### src/rtl/unit_delete_sched.sv
// Unit-literal scheduler: issues pending variables lowest-index first over valid/ready
// and flags opposite-polarity units on the same variable.
//   state | meaning
//   IDLE  | nothing pending, slot empty
//   RUN   | pending work or slot occupied
//   CONFL | conflict seen, everything frozen until flush
module unit_delete_sched #(
    parameter int W     = 8,
    parameter int IDX_W = $clog2(W)
) (
    input  logic             clk,
    input  logic             rst,
    input  logic             flush,
    input  logic             ld_en,
    input  logic [W-1:0]     ld_mask,
    input  logic [W-1:0]     ld_pol,
    output logic             out_valid,
    input  logic             out_ready,
    output logic [IDX_W-1:0] out_var,
    output logic             out_pol,
    output logic [W-1:0]     pending,
    output logic             busy,
    output logic             conflict,
    output logic [IDX_W-1:0] conflict_var
);

    typedef enum logic [1:0] {
        IDLE  = 2'd0,
        RUN   = 2'd1,
        CONFL = 2'd2
    } state_t;

    state_t           state, state_nxt;
    logic [W-1:0]     pol, pol_nxt, pending_nxt, sel_clear, confl_mask;
    logic [IDX_W-1:0] sel_idx, confl_idx, out_var_nxt, conflict_var_nxt;
    logic             out_valid_nxt, out_pol_nxt, conflict_nxt;
    logic             fire, slot_free, any_confl;

    // A load conflicts with a stored unit whether it still sits in pending or in the slot.
    always_comb begin
        confl_mask = '0;
        for (int i = 0; i < W; i++) begin
            confl_mask[i] = ld_mask[i] &&
                ((pending[i] && (pol[i] != ld_pol[i])) ||
                 (out_valid && (out_var == IDX_W'(i)) && (out_pol != ld_pol[i])));
        end
    end

    always_comb begin
        sel_idx   = '0;
        confl_idx = '0;
        for (int i = W - 1; i >= 0; i--) begin
            if (pending[i])    sel_idx   = IDX_W'(i);
            if (confl_mask[i]) confl_idx = IDX_W'(i);
        end
    end

    assign fire      = out_valid & out_ready;
    assign slot_free = !out_valid || fire;
    assign any_confl = ld_en && (|confl_mask);
    assign busy      = (|pending) || out_valid;

    always_comb begin
        state_nxt        = state;
        pending_nxt      = pending;
        pol_nxt          = pol;
        out_valid_nxt    = out_valid;
        out_var_nxt      = out_var;
        out_pol_nxt      = out_pol;
        conflict_nxt     = conflict;
        conflict_var_nxt = conflict_var;
        sel_clear        = '0;

        if (flush) begin
            state_nxt        = IDLE;
            pending_nxt      = '0;
            pol_nxt          = '0;
            out_valid_nxt    = 1'b0;
            out_var_nxt      = '0;
            out_pol_nxt      = 1'b0;
            conflict_nxt     = 1'b0;
            conflict_var_nxt = '0;
        end else if (state == CONFL) begin
            state_nxt = CONFL;
        end else if (any_confl) begin
            // pending and pol stay as they were so the conflict can be inspected
            state_nxt        = CONFL;
            conflict_nxt     = 1'b1;
            conflict_var_nxt = confl_idx;
            out_valid_nxt    = 1'b0;
        end else begin
            if (slot_free) begin
                if (|pending) begin
                    sel_clear     = W'(1) << sel_idx;
                    out_valid_nxt = 1'b1;
                    out_var_nxt   = sel_idx;
                    out_pol_nxt   = pol[sel_idx];
                end else begin
                    out_valid_nxt = 1'b0;
                end
            end
            pending_nxt = (pending & ~sel_clear) | (ld_en ? ld_mask : '0);
            if (ld_en) pol_nxt = (pol & ~ld_mask) | (ld_pol & ld_mask);
            state_nxt = ((|pending_nxt) || out_valid_nxt) ? RUN : IDLE;
        end
    end

    always_ff @(posedge clk or posedge rst) begin
        if (rst) begin
            state        <= IDLE;
            pending      <= '0;
            pol          <= '0;
            out_valid    <= 1'b0;
            out_var      <= '0;
            out_pol      <= 1'b0;
            conflict     <= 1'b0;
            conflict_var <= '0;
        end else begin
            state        <= state_nxt;
            pending      <= pending_nxt;
            pol          <= pol_nxt;
            out_valid    <= out_valid_nxt;
            out_var      <= out_var_nxt;
            out_pol      <= out_pol_nxt;
            conflict     <= conflict_nxt;
            conflict_var <= conflict_var_nxt;
        end
    end

endmodule

### config.mk
export PLATFORM = sky130hd
export DESIGN_NAME = unit_delete_sched
export DESIGN_NICKNAME = d
export VERILOG_FILES = /design/src/rtl/unit_delete_sched.sv
export SDC_FILE = /design/constraint.sdc
export NUM_CORES = 1
export LEC_CHECK = 0
export ABC_AREA = 1
export BUFFER_PORTS_ARGS = -buffer_cell sky130_fd_sc_hd__buf_2
export CAP_MARGIN = 15
export CORE_MARGIN = 3
export CORE_UTILIZATION = 30
export DETAILED_ROUTE_END_ITERATION = 6
export PLACE_DENSITY_LB_ADDON = 0.05
export SYNTH_ARGS = -nofsm -noshare
export SYNTH_HDL_FRONTEND = slang
export SYNTH_SLANG_ARGS = --single-unit
### constraint.sdc
create_clock -name clk -period 2.9 [get_ports clk]
set_input_delay 0 -clock clk [delete_from_list [all_inputs] [get_ports clk]]
set_output_delay 0 -clock clk [all_outputs]
set_load 0.05 [all_outputs]
==> results of run 1 <==
-- logic make-up (layout without fill, tap and decap cells) --
| group | count (synthesis) | in the layout | share of synthesized area, % |
|---|---|---|---|
| flops | 27 | 27 | 32.4 |
| compound gates | 45 | 45 | 12.3 |
| xor+xnor | 3 | 3 | 1.26 |
| buf+inv | 46 | 88 | 8.82 |
| simple gates | 219 | 219 | 45.2 |
-- synth_stat cells, types with 3 or more instances --
cell	instances
nor2_1	26
a21oi_1	19
nand4_1	6
nand2_2	9
nand2_4	3
o21ai_0	19
xor2_1	3
dfrtp_1	27
inv_1	39
nand2_1	144
nand3_1	23
-- routing by layer --
metal,share of wire [%],vias up,wire length [µm],global-route usage [%]
met5,0,-,0,0
met3,4.4,12,314,2.21
met2,42,67,2990,29.5
li1,-,1150,-,-
met4,1.8,0,128,5.55
met1,51,1024,3630,27.9
-- power by group --
group,switching [mW],internal [mW]
Sequential,0.141,0.482
Combinational,1.02,0.366
Clock,0.135,0.0989
Total,1.29,0.947
-- worst min-delay path, stage by stage --
cell and delay [ns]:
buf_2 0.12, a21oi_1 0.07, nand3_1 0.07, nand2_1 0.05
-- state kept, by name, summed over array words and instances, names as in the netlist --
| signal | count |
|---|---|
| conflict | 1 |
| pol | 8 |
| out_valid | 1 |
| state | 2 |
| out_var | 3 |
| out_pol | 1 |
| conflict_var | 3 |
| pending | 8 |
-- worst paths after layout --
check                           startpoint              end  slack, ns  cells after the start
hold / removal                  ld_mask[1]           pol[1]       0.06                      4
max in group asynchronous              rst          out_pol       2.29                      4
min in group asynchronous              rst       pending[1]       0.33                      4
setup / recovery                   out_pol           pol[0]       0.79                     13
hold reg to reg            conflict_var[2]  conflict_var[2]       0.49                      2
setup reg to reg                   out_pol           pol[0]       0.79                     13
-- final cells by class --
class / count / area [µm²] / area share (%)
multi-input combinational: 267 / 1220 / 50.5
sequential: 27 / 676 / 27.8
timing repair buffer: 42 / 225 / 9.28
inverter: 42 / 160 / 6.60
tap: 77 / 96.3 / 3.97
clock buffer: 4 / 45.0 / 1.86
-- repair_timing --
item / 4_1_cts / 5_1_grt
hold buffers: 2 / 0
endpoints found under the setup margin: 0 / 0
endpoints found under the hold margin: 28 / 0
buffers inserted: 0 / 0
-- metrics by stage --
step / util [%] / total power, mW
after floorplan: - / 1.63
after global placement: 36.2 / 2.02
after detailed placement: 36.2 / 2.01
after CTS: 37.2 / 2.25
after global routing: 37.2 / 2.45
final: 37.2 / 2.24
==> summary.md, run 1 <==
| Metric | Value |
|---|---|
| Top-area cell type share of the netlist area | between 30% and 40% |
| Final HPWL DP | between 5000 and 6000 µm |
| Hold Path Class | input pin to flip-flop |
| Antenna violations before repair | 0 |
| Synth Flop Type | dfrtp_1 |
| Share of cells above drive strength 1 | approximately 16% |
| Critical Path AT | 2.29 ns |
| Max Fclk | 474 MHz |
| Antenna fix cells | 0 |
| Post-synth EDFFs | 0 |
| Headroom to the max-slew limit | a little over half |
| Layout overhead on the synthesized area | 16.4% |
| Register area share after synthesis | ~32% |
| Drt pass-1 iters | 4 |
| Worst vdd ir | between 0.3 and 0.4 mV |
| CTS tree | built |
| Total CTS buffers | 3 |
| Seq cells post-synth | 27 |
| Total track usage | 19.1% |
| Initial Util | between 30% and 40% |
| Netlist cell types | 28 |
| Critical path class | flip-flop to flip-flop |
| Worst setup EP type | flip-flop |
| Mapped Cells | 340 |
| Max H-tree Level | 1 |
| Worst slew pin tran | roughly 0.7 ns |
| Synthesized area | around 2100 µm² |
| Max_cap viols | 0 |
| Final setup vio count | 0 |
| Largest net degree at the start of global routing | 28 |
| Worst-Skew Late Latency | 0.28 ns |
| Setup TNS | 0 ns |
| Endpoints failing hold | 0 |
| DRC Markers | 0 |
| Initial detailed-routing violation count | about 140 |
| Tcrit/Tclk final | between 70% and 80% |
| Sink Count | 27 |
| IO Count | 39 |
| Total gr overflow | 0 |
| Cell family with most CP delay | simple AND/OR/NAND/NOR gates |
| Pre-CTS setup slack | between 0.8 and 0.9 ns |
| Area leader, netlist | dfrtp_1 |
| Top cell by count, worst path | nand2_1 |
| Port Buffers | 38 |
| Worst-path clk slew | ~0.11 ns |
| # placed instances | 453 |
| Hold Slack | 0.0568 ns |
| DIE HEIGHT | between 80 and 90 µm |
| Synthesis Warnings | 0 |
| # resized after CTS | 0 |
| Worst path buffer plus inverter count | 1 |
| Total vias in the final route | about 2300 |
| PD cells | a little over 900 nW/µm² |
| Global-route wire length before repair | 11500 µm |
| Final cell count without fillers | ~460 |
| Ys async rst share | between 90% and 100% |
| Mean Syn Cell Area | 6.13 µm² |
| Synth area leaders | dfrtp_1 (32%), nand2_1 (26%), inv_1 (7.0%) |
| Slowest stage delay, CP | about 0.7 ns |
| RePlAce Congestion | approximately 0.97 |
| Final-report max-slew violation count | 0 |
| Clock Skews | between 0.006 and 0.007 ns |
| Final min period | 2.11 ns |
| Routed WL | a little over 7000 µm |
| Core area | ~6500 µm² |
| CP Cell Sequence | inv_4, nand2_2, nand2_1, nand2_1, nand2_1, nand2_2, nand2_2, nor2_4, nand2_4, o21ai_4, nand2_4, nand2_1, nand2_1 |
| Longest Clk Path Bufs | 2 |
| Crit start category | flip-flop |
| DR vias/cell | around 4.9 |
| Leakage Power | 1.40 nW |
| CP Data Required Time | 3.08 ns |
| Placed cell area | 2360 µm² |
| Routed Antenna Nets | 0 |
| Chip Width | between 80 and 90 µm |
| Number of global-route vias before repair | ~2200 |
| Filler Cell Count | approximately 730 |
| Outcome | completed |
| Crit-path max FO | 11 |
| RSZ-0062 raised after global routing | no |
| NumNets Final | 404 |
| Final Instance Area | between 2000 and 2500 µm² |
| Row count | 29 |
| Die area | 7980 µm² |
| Routed len/inst | between 15 and 20 µm |
| PnR worst setup slack | between 0.7 and 0.8 ns |
| Most frequent cells in the layout | nand2_1 (144), inv_1 (39), buf_2 (38), dfrtp_1 (27), nor2_1 (26) |
| CP max stage cell | dfrtp_1 |
| Most common cell after layout, fill and taps aside | nand2_1 |
| Clk root buf | clkbuf_8 |
| Syn nets | between 300 and 400 |
Power figures use the tool's default switching activity.
==> inputs of run 2 (changes only) <==
Clock period 2.9 ns to 2.1 ns, I/O delays scaled along.
==> run 2 against run 1 <==
First-iteration DRC count is 20% lower; clock skew down 0.0018 ns; largest cell class unchanged; sequential power increased by 33%; critical path type unchanged; cell area grew 3.4%.
==> summary.md, run 2 (same netlist as run 1, synthesis figures left out) <==
| Metric | Value |
|---|---|
| Placed cell area | 2440 µm² (+3.2%) |
| Drt pass-1 iters | 4 (unchanged) |
| Leakage Power | 1.45 nW (+3.3%) |
| Number of global-route vias before repair | 2205 (-1.2%) |
| Total gr overflow | 0 (unchanged) |
| RSZ-0062 raised after global routing | no |
| Initial Util | 31.9% (unchanged) |
| Longest Clk Path Bufs | 2 (unchanged) |
| Worst-path clk slew | 0.11 ns (about the same) |
| Core area | 6530 µm² (unchanged) |
| CP Data Required Time | 2.28 ns (-0.80 ns) |
| Final Instance Area | 2510 µm² (+3.4%) |
| Outcome | completed |
| Most frequent cells in the layout | nand2_1 (144), inv_1 (39), buf_2 (38), nor2_1 (25), dfrtp_1 (24) |
| Max Fclk | 527 MHz (+11%) |
| Total track usage | 18.5% (-0.64 points) |
| Tcrit/Tclk final | 90.4% (+18 points) |
| Share of cells above drive strength 1 | 19.6% (+3.2 points) |
| Row count | 29 (unchanged) |
| Largest net degree at the start of global routing | 28 (unchanged) |
| IO Count | 39 (unchanged) |
| Final setup vio count | 0 (unchanged) |
| Final min period | 1.90 ns (-0.209 ns) |
| Endpoints failing hold | 0 (unchanged) |
| Max H-tree Level | 1 (unchanged) |
| Clock Skews | 0.00446 ns (-0.00179 ns) |
| Max_cap viols | 0 (unchanged) |
| Chip Width | 89.4 µm (unchanged) |
| Largest regs | pending (8), pol (8) |
| Routed WL | 6870 µm (-2.6%) |
| Port Buffers | 38 (unchanged) |
| Hold Slack | 0.0726 ns (+0.0158 ns) |
| Total CTS buffers | 3 (unchanged) |
| Die area | 7980 µm² (unchanged) |
| DR vias/cell | 4.84 (-1.4%) |
| Critical path class | flip-flop to flip-flop |
| Final HPWL DP | 5590 µm (about the same) |
| Fin util | 38.4% (+1.2 points) |
| Global-route wire length before repair | 11100 µm (-3.1%) |
| Headroom to the max-slew limit | 74.5% (+20 points) |
| Total vias in the final route | 2269 (+0.71%) |
| Sink Count | 27 (unchanged) |
| Crit-path max FO | 5 (-6) |
| DIE HEIGHT | 89.4 µm (unchanged) |
| Layout overhead on the synthesized area | 20.3% |
| Critical Path AT | 2.08 ns (-0.21 ns) |
| Worst slew pin tran | 0.382 ns (-0.300 ns) |
| Initial detailed-routing violation count | 115 (-20%) |
| Worst setup EP type | flip-flop |
| Routed len/inst | 14.7 µm (-4.7%) |
| Routed Antenna Nets | 0 (unchanged) |
| CTS tree | built |
| PD cells | 1260 nW/µm² (+37%) |
| Crit start category | flip-flop |
| Antenna violations before repair | 0 (unchanged) |
| Reg area | 679 µm² (+0.56%) |
| Worst vdd ir | 0.395 mV (+17%) |
| Final Total Pwr | 3.17 mW (+42%) |
| NumNets Final | 414 (+2.5%) |
| DRC Markers | 0 (unchanged) |
| Filler Cell Count | 754 (+2.9%) |
| Final-report max-slew violation count | 0 (unchanged) |
| Worst-Skew Late Latency | 0.28 ns (about the same) |
| Antenna fix cells | 0 (unchanged) |
| Hold Path Class | input pin to flip-flop |
| Clk root buf | clkbuf_8 |
| Multi-input logic area | 1230 µm² (+0.20%) |
| Setup TNS | 0 ns (unchanged) |
| RePlAce Congestion | 0.866 (-11%) |
| Most common cell after layout, fill and taps aside | nand2_1 |
==> run 2: worst paths after layout <==
check                                start              end  cells after the start  slack [ns]
max in group asynchronous              rst          out_pol                      4        1.48
min reg2reg                conflict_var[0]  conflict_var[0]                      2        0.48
min                             ld_mask[0]           pol[0]                      4        0.07
min in group asynchronous              rst           pol[1]                      4        0.31
max                             pending[0]         state[0]                     10        0.20
max reg2reg                     pending[0]         state[0]                     10        0.20
==> run 2: area by class of cell <==
type | instances | share of cell area [%]
multi-input cells | 267 | 48.9
well taps | 77 | 3.84
inverters | 42 | 6.38
clock buffers | 4 | 1.80
flip-flops and latches | 27 | 27.1
repair buffers | 52 | 12.0
==> run 2: through the flow <==
stage | worst slack (ns) | instances
detailed placement | 0.129 | 463
finish | 0.201 | 469
CTS | 0.109 | 469
global placement | 0.182 | 463
global route | 0.0104 | 469
floorplan | 0.164 | 340
==> run 2: power breakdown <==
group          internal, mW  switching [mW]  total, mW  leakage (nW)
Sequential            0.669           0.161      0.830         0.355
Clock                 0.137           0.188      0.325        0.0228
Combinational         0.591            1.43       2.02          1.07
Total                  1.40            1.77       3.17          1.45
==> run 2: worst max-delay path: stages, from the launching register on <==
cell      delay [ns]
dfrtp_1         0.40
nor2_2          0.22
nand2_1         0.10
inv_1           0.06
nand2_1         0.09
nor2_2          0.19
nand3_1         0.10
a21boi_0        0.26
nand3_1         0.17
nor2_1          0.13
a21oi_1         0.08
==> run 2: per-layer routing <==
layer | share of wire [%] | routed length, µm | vias up | GRT usage (%)
met4 | 0.96 | 66 | 0 | 4.74
met1 | 51 | 3500 | 1046 | 26.3
met5 | 0 | 0 | - | 0
met3 | 4.3 | 297 | 6 | 2.03
met2 | 44 | 3010 | 46 | 29.7
li1 | - | - | 1171 | -
==> run 2: timing repair <==
action                                 CTS  global route
setup endpoints to repair                0            13
buffers inserted                         0             0
endpoints found under the hold margin   28             0
resized for setup                        0             5
hold buffers                             2             0
